$ cat src/rtl/tpm_locality_arbiter.sv
// TPM locality arbiter: tracks TPM_ACCESS state for each locality, arbitrates
// ownership of the register file and answers TPM_ACCESS reads.
module tpm_locality_arbiter #(
    parameter int          NUM_LOC    = 5,
    parameter logic [11:0] ACCESS_OFF = 12'h000
) (
    input  logic               clk_i,
    input  logic               rst_i,
    input  logic [15:0]        addr_i,
    input  logic [7:0]         data_i,
    input  logic               data_wr_i,
    input  logic               rd_req_i,
    output logic [7:0]         rd_data_o,
    output logic               rd_valid_o,
    output logic               active_valid_o,
    output logic [2:0]         active_loc_o,
    output logic [NUM_LOC-1:0] pending_o,
    output logic [NUM_LOC-1:0] seized_o
);

    typedef enum logic [1:0] {
        S_IDLE,
        S_ACTIVE,
        S_RELEASE
    } state_t;

    localparam logic [3:0] LOC_LIMIT = 4'(NUM_LOC);

    state_t             state_q, state_d;
    logic [2:0]         active_loc_q, active_loc_d;
    logic [NUM_LOC-1:0] pending_q, pending_d;
    logic [NUM_LOC-1:0] seized_q, seized_d;
    logic               rd_valid_q, rd_valid_d;
    logic [7:0]         rd_data_q, rd_data_d;

    logic               loc_in_range;
    logic               wr_hit;
    logic               rd_hit;
    logic [2:0]         loc_sel;
    logic               is_owner;
    logic [2:0]         grant_loc;
    logic [NUM_LOC-1:0] other_mask;

    assign loc_in_range = (addr_i[15:12] < LOC_LIMIT);
    assign wr_hit       = data_wr_i && (addr_i[11:0] == ACCESS_OFF) && loc_in_range;
    assign rd_hit       = rd_req_i && (addr_i[11:0] == ACCESS_OFF) && loc_in_range;
    assign loc_sel      = addr_i[14:12];
    assign is_owner     = (state_q == S_ACTIVE) && (active_loc_q == loc_sel);

    // Highest-numbered pending locality wins; the last match in the loop is kept.
    always_comb begin
        grant_loc = 3'd0;
        for (int i = 0; i < NUM_LOC; i++) begin
            if (pending_q[i]) begin
                grant_loc = 3'(i);
            end
        end
    end

    generate
        for (genvar gi = 0; gi < NUM_LOC; gi++) begin : g_mask
            assign other_mask[gi] = (loc_sel != 3'(gi));
        end
    endgenerate

    always_comb begin
        state_d      = state_q;
        active_loc_d = active_loc_q;
        pending_d    = pending_q;
        seized_d     = seized_q;
        rd_valid_d   = rd_req_i;
        rd_data_d    = 8'h00;

        if (wr_hit) begin
            if (data_i[5]) begin
                if (is_owner) begin
                    state_d      = S_RELEASE;
                    active_loc_d = 3'd0;
                end else begin
                    pending_d[loc_sel] = 1'b0;
                end
            end else if (data_i[3] && (state_q == S_ACTIVE)) begin
                if (loc_sel > active_loc_q) begin
                    active_loc_d           = loc_sel;
                    seized_d[active_loc_q] = 1'b1;
                    pending_d[loc_sel]     = 1'b0;
                end
            end else if (data_i[3] || data_i[1]) begin
                // Seize with no owner degrades to a plain request.
                if (!is_owner) begin
                    pending_d[loc_sel] = 1'b1;
                end
            end
            if (data_i[4]) begin
                seized_d[loc_sel] = 1'b0;
            end
        end

        if ((state_q == S_IDLE) || (state_q == S_RELEASE)) begin
            if (|pending_q) begin
                state_d              = S_ACTIVE;
                active_loc_d         = grant_loc;
                pending_d[grant_loc] = 1'b0;
            end else begin
                state_d = S_IDLE;
            end
        end

        // Reads reflect state before any write sampled on the same edge.
        if (rd_hit) begin
            rd_data_d = {1'b1, 1'b0, is_owner, seized_q[loc_sel], 1'b0,
                         |(pending_q & other_mask), 1'b0, 1'b1};
        end else if (rd_req_i) begin
            rd_data_d = 8'hFF;
        end
    end

    always_ff @(posedge clk_i) begin
        if (rst_i) begin
            state_q      <= S_IDLE;
            active_loc_q <= 3'd0;
            pending_q    <= '0;
            seized_q     <= '0;
            rd_valid_q   <= 1'b0;
            rd_data_q    <= 8'h00;
        end else begin
            state_q      <= state_d;
            active_loc_q <= active_loc_d;
            pending_q    <= pending_d;
            seized_q     <= seized_d;
            rd_valid_q   <= rd_valid_d;
            rd_data_q    <= rd_data_d;
        end
    end

    assign active_valid_o = (state_q == S_ACTIVE);
    assign active_loc_o   = active_loc_q;
    assign pending_o      = pending_q;
    assign seized_o       = seized_q;
    assign rd_valid_o     = rd_valid_q;
    assign rd_data_o      = rd_data_q;

endmodule

$ cat config.mk
export PLATFORM = sky130hd
export DESIGN_NAME = tpm_locality_arbiter
export DESIGN_NICKNAME = d
export VERILOG_FILES = /design/src/rtl/tpm_locality_arbiter.sv
export SDC_FILE = /design/constraint.sdc
export NUM_CORES = 1
export LEC_CHECK = 0
export BUFFER_PORTS_ARGS = -buffer_cell sky130_fd_sc_hd__buf_2
export CAP_MARGIN = 10
export CORE_MARGIN = 2
export CORE_UTILIZATION = 40
export DETAILED_ROUTE_END_ITERATION = 16
export GPL_TIMING_DRIVEN = 0
export PLACE_DENSITY = 0.68
export REMOVE_ABC_BUFFERS = 1
export SYNTH_ARGS = -nofsm -noshare
export SYNTH_HDL_FRONTEND = slang
export SYNTH_SLANG_ARGS = --single-unit
export TNS_END_PERCENT = 10
$ cat constraint.sdc
create_clock -name clk_i -period 6.15 [get_ports clk_i]
set_input_delay 0.615 -clock clk_i [delete_from_list [all_inputs] [get_ports clk_i]]
set_output_delay 0.615 -clock clk_i [all_outputs]
set_load 0.1 [all_outputs]
* Word level (Yosys, flattened, before mapping) *
Cells that the tools add are included.

storage, ports and cells
  bits in registers = 24
  output and inout port bits = 23

operators by class
  magnitude comparators = 8
  equal/unequal tests = 7
  muxes and demuxes = 40
  bitwise logic cells = 8
  reduce and logical (&&, ||, !) cells = 21

operator list
  kind                  count
  $mux W5               14
  $mux W3               10
  $and A5 B5 Y5         4
  $mux W8               2
  $logic_not A12 Y1     1
  $lt A3 B4 Y1 const B  3
  $not A5 Y5            2
  $or A5 B5 Y5          2
  $reduce_or A5 Y1      2
  $demux W1 S3          3
  $ge A3 B1 Y1 const B  3
  $logic_and A1 B1 Y1   9
  $mux W2               4
  $mux W1               6
  $ne A3 B2 Y1 const B  2
  $reduce_bool A2 Y1    3
  $lt A4 B3 Y1 const B  1
  $bmux W1 S3           1
  $eq A3 B3 Y1          1
  $gt A3 B3 Y1          1
  $ne A3 B1 Y1 const B  1
  $ne A3 B3 Y1 const B  1
  $reduce_and A3 Y1     1
  $reduce_bool A3 Y1    1
  other kinds (5)       6

* Depth between registers and ports, before layout *
  depth in word-level cells = 13
  gate-level depth with buffers = 8

* Worst setup path after synthesis *
OpenSTA, ideal clock, no wires.

  path kind = register to register
  from = register state_q[0]
  to = register pending_q[3], in the netlist pending_o[3]
  library setup time = 0.058 ns
  arrival time = 3.025 ns
  required time = 6.092 ns
  setup slack = 3.066 ns
  stages on the path, launching flop included = 7
  path buffers = 1
  clock period less this slack = 3.084 ns
  cells stage by stage = dfxtp_1 > buf_2 > nor2b_1 > nand2_1 > o2111a_2 > a2111oi_1 > or2_1

between the ends
  word-level cells in the longest chain between the ends = 10

RTL lines
  element                   line  source
  start: declaration        29    state_t state_q, state_d;
  start signal: assignment  127   state_q <= state_d;
  $eq A2 B1 Y1 *            --
  named net active_valid_o  15    output logic active_valid_o,
  $logic_and A1 B1 Y1       48    assign is_owner = (state_q == S_ACTIVE) && (active_loc_q == loc_sel);
  $mux W5                   90    if (!is_owner) begin
  $mux W5                   88    end else if (data_i[3] || data_i[1]) begin
  $mux W5                   82    end else if (data_i[3] && (state_q == S_ACTIVE)) begin
  $mux W5 *                 75    if (data_i[5]) begin
  $mux W5 *                 74    if (wr_hit) begin
  $and A5 B5 Y5 (no line)   --
  $mux W5                   100   if (|pending_q) begin
  $mux W5 *                 99    if ((state_q == S_IDLE) || (state_q == S_RELEASE)) begin
  end signal: assignment    129   pending_q <= pending_d;
  end: declaration          31    logic [NUM_LOC-1:0] pending_q, pending_d;

The timed path passes the listed nets; every way through them passes the cells marked *.
A chain may end at the register's enable or synchronous reset.

* Worst setup path in the final report *
  from = input port addr_i[12]
  to = register pending_q[3], in the netlist pending_o[3]

between the ends
  word-level cells in the longest chain between the ends = 13

RTL lines
  element                                                                    line        source
  start: declaration                                                         9           input logic [15:0] addr_i,
  $lt A3 B4 Y1 (not written as such) / $ge A3 B1 Y1 (equally long branches)  80, 86, 91
  $logic_and A1 B1 Y1 (not written as such)                                  80, 86, 91
  $mux W1 (not written as such)                                              80, 86, 91
  $demux W1 S3                                                               80, 86, 91
  $or A5 B5 Y5 (no line) / $not A5 Y5 (equally long branches)                --
  $mux W5 / $and A5 B5 Y5 (equally long branches)                            --
  $mux W5, on equally long branches                                          88, 83
  $mux W5                                                                    82
  $mux W5                                                                    75
  $mux W5 *                                                                  74
  $and A5 B5 Y5 (no line)                                                    --
  $mux W5                                                                    100
  $mux W5 *                                                                  99

Every way passes the cells marked *; elsewhere a longest branch is shown, timed or not.

==> impl_metrics.env <==
export IMPL_final_cell_mix="buf_2 (46), dfxtp_1 (21), a21oi_1 (11), nor2_1 (10), a211oi_1 (10)"
export IMPL_cts_tree="yes"
export IMPL_fillCellCount=311
export IMPL_cts_hold_buf=0
export IMPL_avgSynthCellArea_um2=8.63
export IMPL_crit_chain="buf_2 > inv_1 > ha_1 > and3_1 > a211oi_1 > o2111a_2 > a2111oi_1 > or2_1"
export IMPL_synthToLayoutAreaGrowth_pct=19.1
export IMPL_whs_ns=0.581
export IMPL_synth_area_mux_share_pct=1.72
export IMPL_end_kind="register"
export IMPL_drive_gt1_share_pct=31.6
export IMPL_r2r_start="active_loc_o[2]"
export IMPL_root_buffer="clkbuf_4"
export IMPL_fin_skew_ns=0.00219
export IMPL_clock_sinks=21
export IMPL_stdcell_count=234
export IMPL_synth_area_leader_cell="dfxtp_1"
export IMPL_worst_slack_ns=3.79
export IMPL_synth_compound_area_share_pct=28.1
export IMPL_p_leak_nw=0.683
export IMPL_swShare_pct=33.3
export IMPL_multi_input_area_um2=793
export IMPL_crit_path_max_incr_delay_ns=0.53
export IMPL_p_per_area_nw_per_um2=169
export IMPL_finalHoldViolations=0
export IMPL_ctsHtreeMaxLevel=1
export IMPL_ys_seq_area_share_pct=32.0
export IMPL_layout_commonest_cell="buf_2"
export IMPL_cts_buffer_depth=2
export IMPL_synth_area_leaders="dfxtp_1 (32%), a211oi_1 (5.7%), a21oi_1 (4.2%)"
export IMPL_ys_seq_elements=21
export IMPL_ys_flop_type="dfxtp_1"
export IMPL_overflow=0
export IMPL_clkLatencyLatePin_ns=0.32
export IMPL_synth_top_family_by_area="compound AO/OA/AOI/OAI gates"
export IMPL_cts_resized=0
export IMPL_die_x_um=61.3
export IMPL_cts_buffers=3
export IMPL_final_nets=222
export IMPL_rsz0062_at_grt="no"
export IMPL_max_cap_viol_count=0
export IMPL_crit_path_start_kind="primary input"
export IMPL_antennaDiodeCount=0
export IMPL_synth_simple_area_share_pct=27.7
export IMPL_critical_path_arrival_ns=2.59
export IMPL_num_rows=20
export IMPL_worst_pin_slew_ns=0.715
export IMPL_port_buffer_count=46
export IMPL_setup_viol=0
export IMPL_synth_top_area_share_pct=32.0
export IMPL_min_from="seized_o[3]"
export IMPL_drc_errors=0
export IMPL_via_per_inst=5.65
export IMPL_peakVddDrop_mv=0.0695
export IMPL_p_int_w=0.000176
export IMPL_synthXorXnorAreaFrac_pct=0
export IMPL_fin_tns_setup_ns=0
export IMPL_power_frac_comb_pct=20.0
export IMPL_routed_via_count=1323
export IMPL_p_sw_w=0.0000880
export IMPL_period_needed_ns=2.36
export IMPL_critPathRequiredTime_ns=6.38
export IMPL_wl_per_cell_um=14.1
export IMPL_status="finished clean"
export IMPL_gp_congestion=0.824
export IMPL_crit_path_max_fanout=8
export IMPL_netlist_instances=152
export IMPL_die_area_um2=3760
export IMPL_rrSetupSlack_ns=3.86
export IMPL_relSlewSlack_pct=52.2
export IMPL_reg2regPathDepth=7
export IMPL_post_cts_buffers=0
export IMPL_fin_crit_sh_pct=38.4
export IMPL_seq_power_share_pct=52.5
export IMPL_start_util_pct=42.6
export IMPL_holdPathStages=2
export IMPL_yosysUniqueCellTypes=49
export IMPL_core_area_um2=3080
export IMPL_total_power_w=0.000264
export IMPL_placed_cells=230
export IMPL_grt_total_usage_pct=19.0
export IMPL_yosys_area_share_adder_pct=2.86
export IMPL_syn_area_um2=1310
export IMPL_antenna_found_initial=0
export IMPL_grt_max_degree=19
export IMPL_dr_pass1_iters=4
export IMPL_dp_hpwl_um=2640
export IMPL_ioPinCount=51
export IMPL_maxSlewViolCount=0
export IMPL_drt_wl_total_um=3290
export IMPL_max_freq_mhz=423
export IMPL_ant_nets=0
export IMPL_critical_path_class="in -> reg"
export IMPL_drt_iter0_drc=77
export IMPL_cp_slowest_cell="a211oi_1"
export IMPL_async_flop_share_pct=0
export IMPL_synth_warnings=0
export IMPL_p_clk_share_pct=27.5
export IMPL_grt_pass1_vias=1149
export IMPL_pre_cts_slack_ns=3.49
export IMPL_grt_pass1_wl_um=5290
export IMPL_hold_end="seized_o[3]"
export IMPL_synth_edf_count=0
export IMPL_clkSlewWorstSetupHoldPaths_ns=0.13
export IMPL_hold_class="reg -> reg"
export IMPL_die_y_um=61.3
export IMPL_ff_latch_area_um2=420
export IMPL_r2r_end="pending_o[3]"
==> power by group through the flow <==
stage	Combinational, W	Clock (W)	Sequential (W)
global route	0.0000561	0.0000799	0.000139
global placement	0.0000518	0	0.000142
detailed placement	0.0000526	0	0.000142
floorplan	0.0000109	0	0.000165
CTS	0.0000527	0.0000751	0.000139
finish	0.0000527	0.0000726	0.000139
==> registers in the layout, summed over array words and instances (netlist names) <==
signal and count:
pending_o 5, rd_data_o 5, seized_o 5, active_loc_o 3
state_q 2, rd_valid_o 1
==> per-stage QoR <==
| step | utilization (%) | area (um^2) |
|---|---|---|
| final | 50.8 | 1560 |
| after global routing | 50.8 | 1560 |
| after CTS | 50.8 | 1560 |
| after detailed placement | 49.8 | 1530 |
| after global placement | 49.8 | 1530 |
| after floorplan | - | 1250 |
==> synthesized netlist by cell type (2+ instances only) <==
| master | number |
|---|---|
| and3_1 | 5 |
| a31oi_1 | 4 |
| o311ai_0 | 2 |
| nand2_1 | 6 |
| nor4_1 | 4 |
| a211oi_1 | 10 |
| ha_1 | 3 |
| nor2b_1 | 4 |
| buf_4 | 4 |
| o31ai_1 | 2 |
| nand2b_1 | 3 |
| a41oi_1 | 2 |
| o21bai_1 | 3 |
| buf_2 | 4 |
| nand3_1 | 2 |
| nand3b_1 | 4 |
| o21ai_0 | 2 |
| nor3_1 | 5 |
| and2_1 | 3 |
| a211o_1 | 2 |
| clkbuf_1 | 3 |
| inv_1 | 9 |
| dfxtp_1 | 21 |
| a21oi_1 | 11 |
| nor2_1 | 10 |
==> layout make-up <==
cell class              count  share of cell area (%)
clock buffers               3                    1.44
clock inverters             1                   0.480
inverters                   9                    2.16
multi-input cells         110                    50.8
flip-flops and latches     21                    26.9
well taps                  44                    3.52
repair buffers             46                    14.7
==> routing by layer <==
layer / track usage (%) / part of all wire, % / vias up
li1: - / - / 653
met1: 25.0 / 44 / 611
met2: 30.5 / 48 / 54
met3: 2.94 / 5.9 / 5
met4: 8.70 / 1.8 / 0
met5: 0 / 0 / -
==> critical path, delay by kind of cell <==
family | cells | cell delay [ns]
AOI/OAI and AO/OA | 3 | 0.94
adders and majority gates | 1 | 0.31
buffers and inverters | 2 | 0.29
and+or+nand+nor | 2 | 0.44
==> worst max path at each step <==
| stage | cells past startpoint | endpoint | start |
|---|---|---|---|
| 4_1_cts | 8 | pending_o[3] | addr_i[12] |
| 5_1_grt | 8 | pending_o[3] | addr_i[12] |
| 2_1_floorplan | 5 | pending_o[3] | state_q[0] |
| 3_3_place_gp | 8 | pending_o[3] | addr_i[12] |
| 6_report | 8 | pending_o[3] | addr_i[12] |
| 3_5_place_dp | 8 | pending_o[3] | addr_i[12] |
==> logic make-up (layout without fill, tap and decap cells) <==
family / count (synthesis) / after routing
and+or+nand+nor: 56 / 56
adders and majority gates: 3 / 3
buffers and inverters: 21 / 59
muxes: 1 / 1
AOI/OAI and AO/OA: 50 / 50
DFF: 21 / 21
Power figures use the tool's default switching activity.
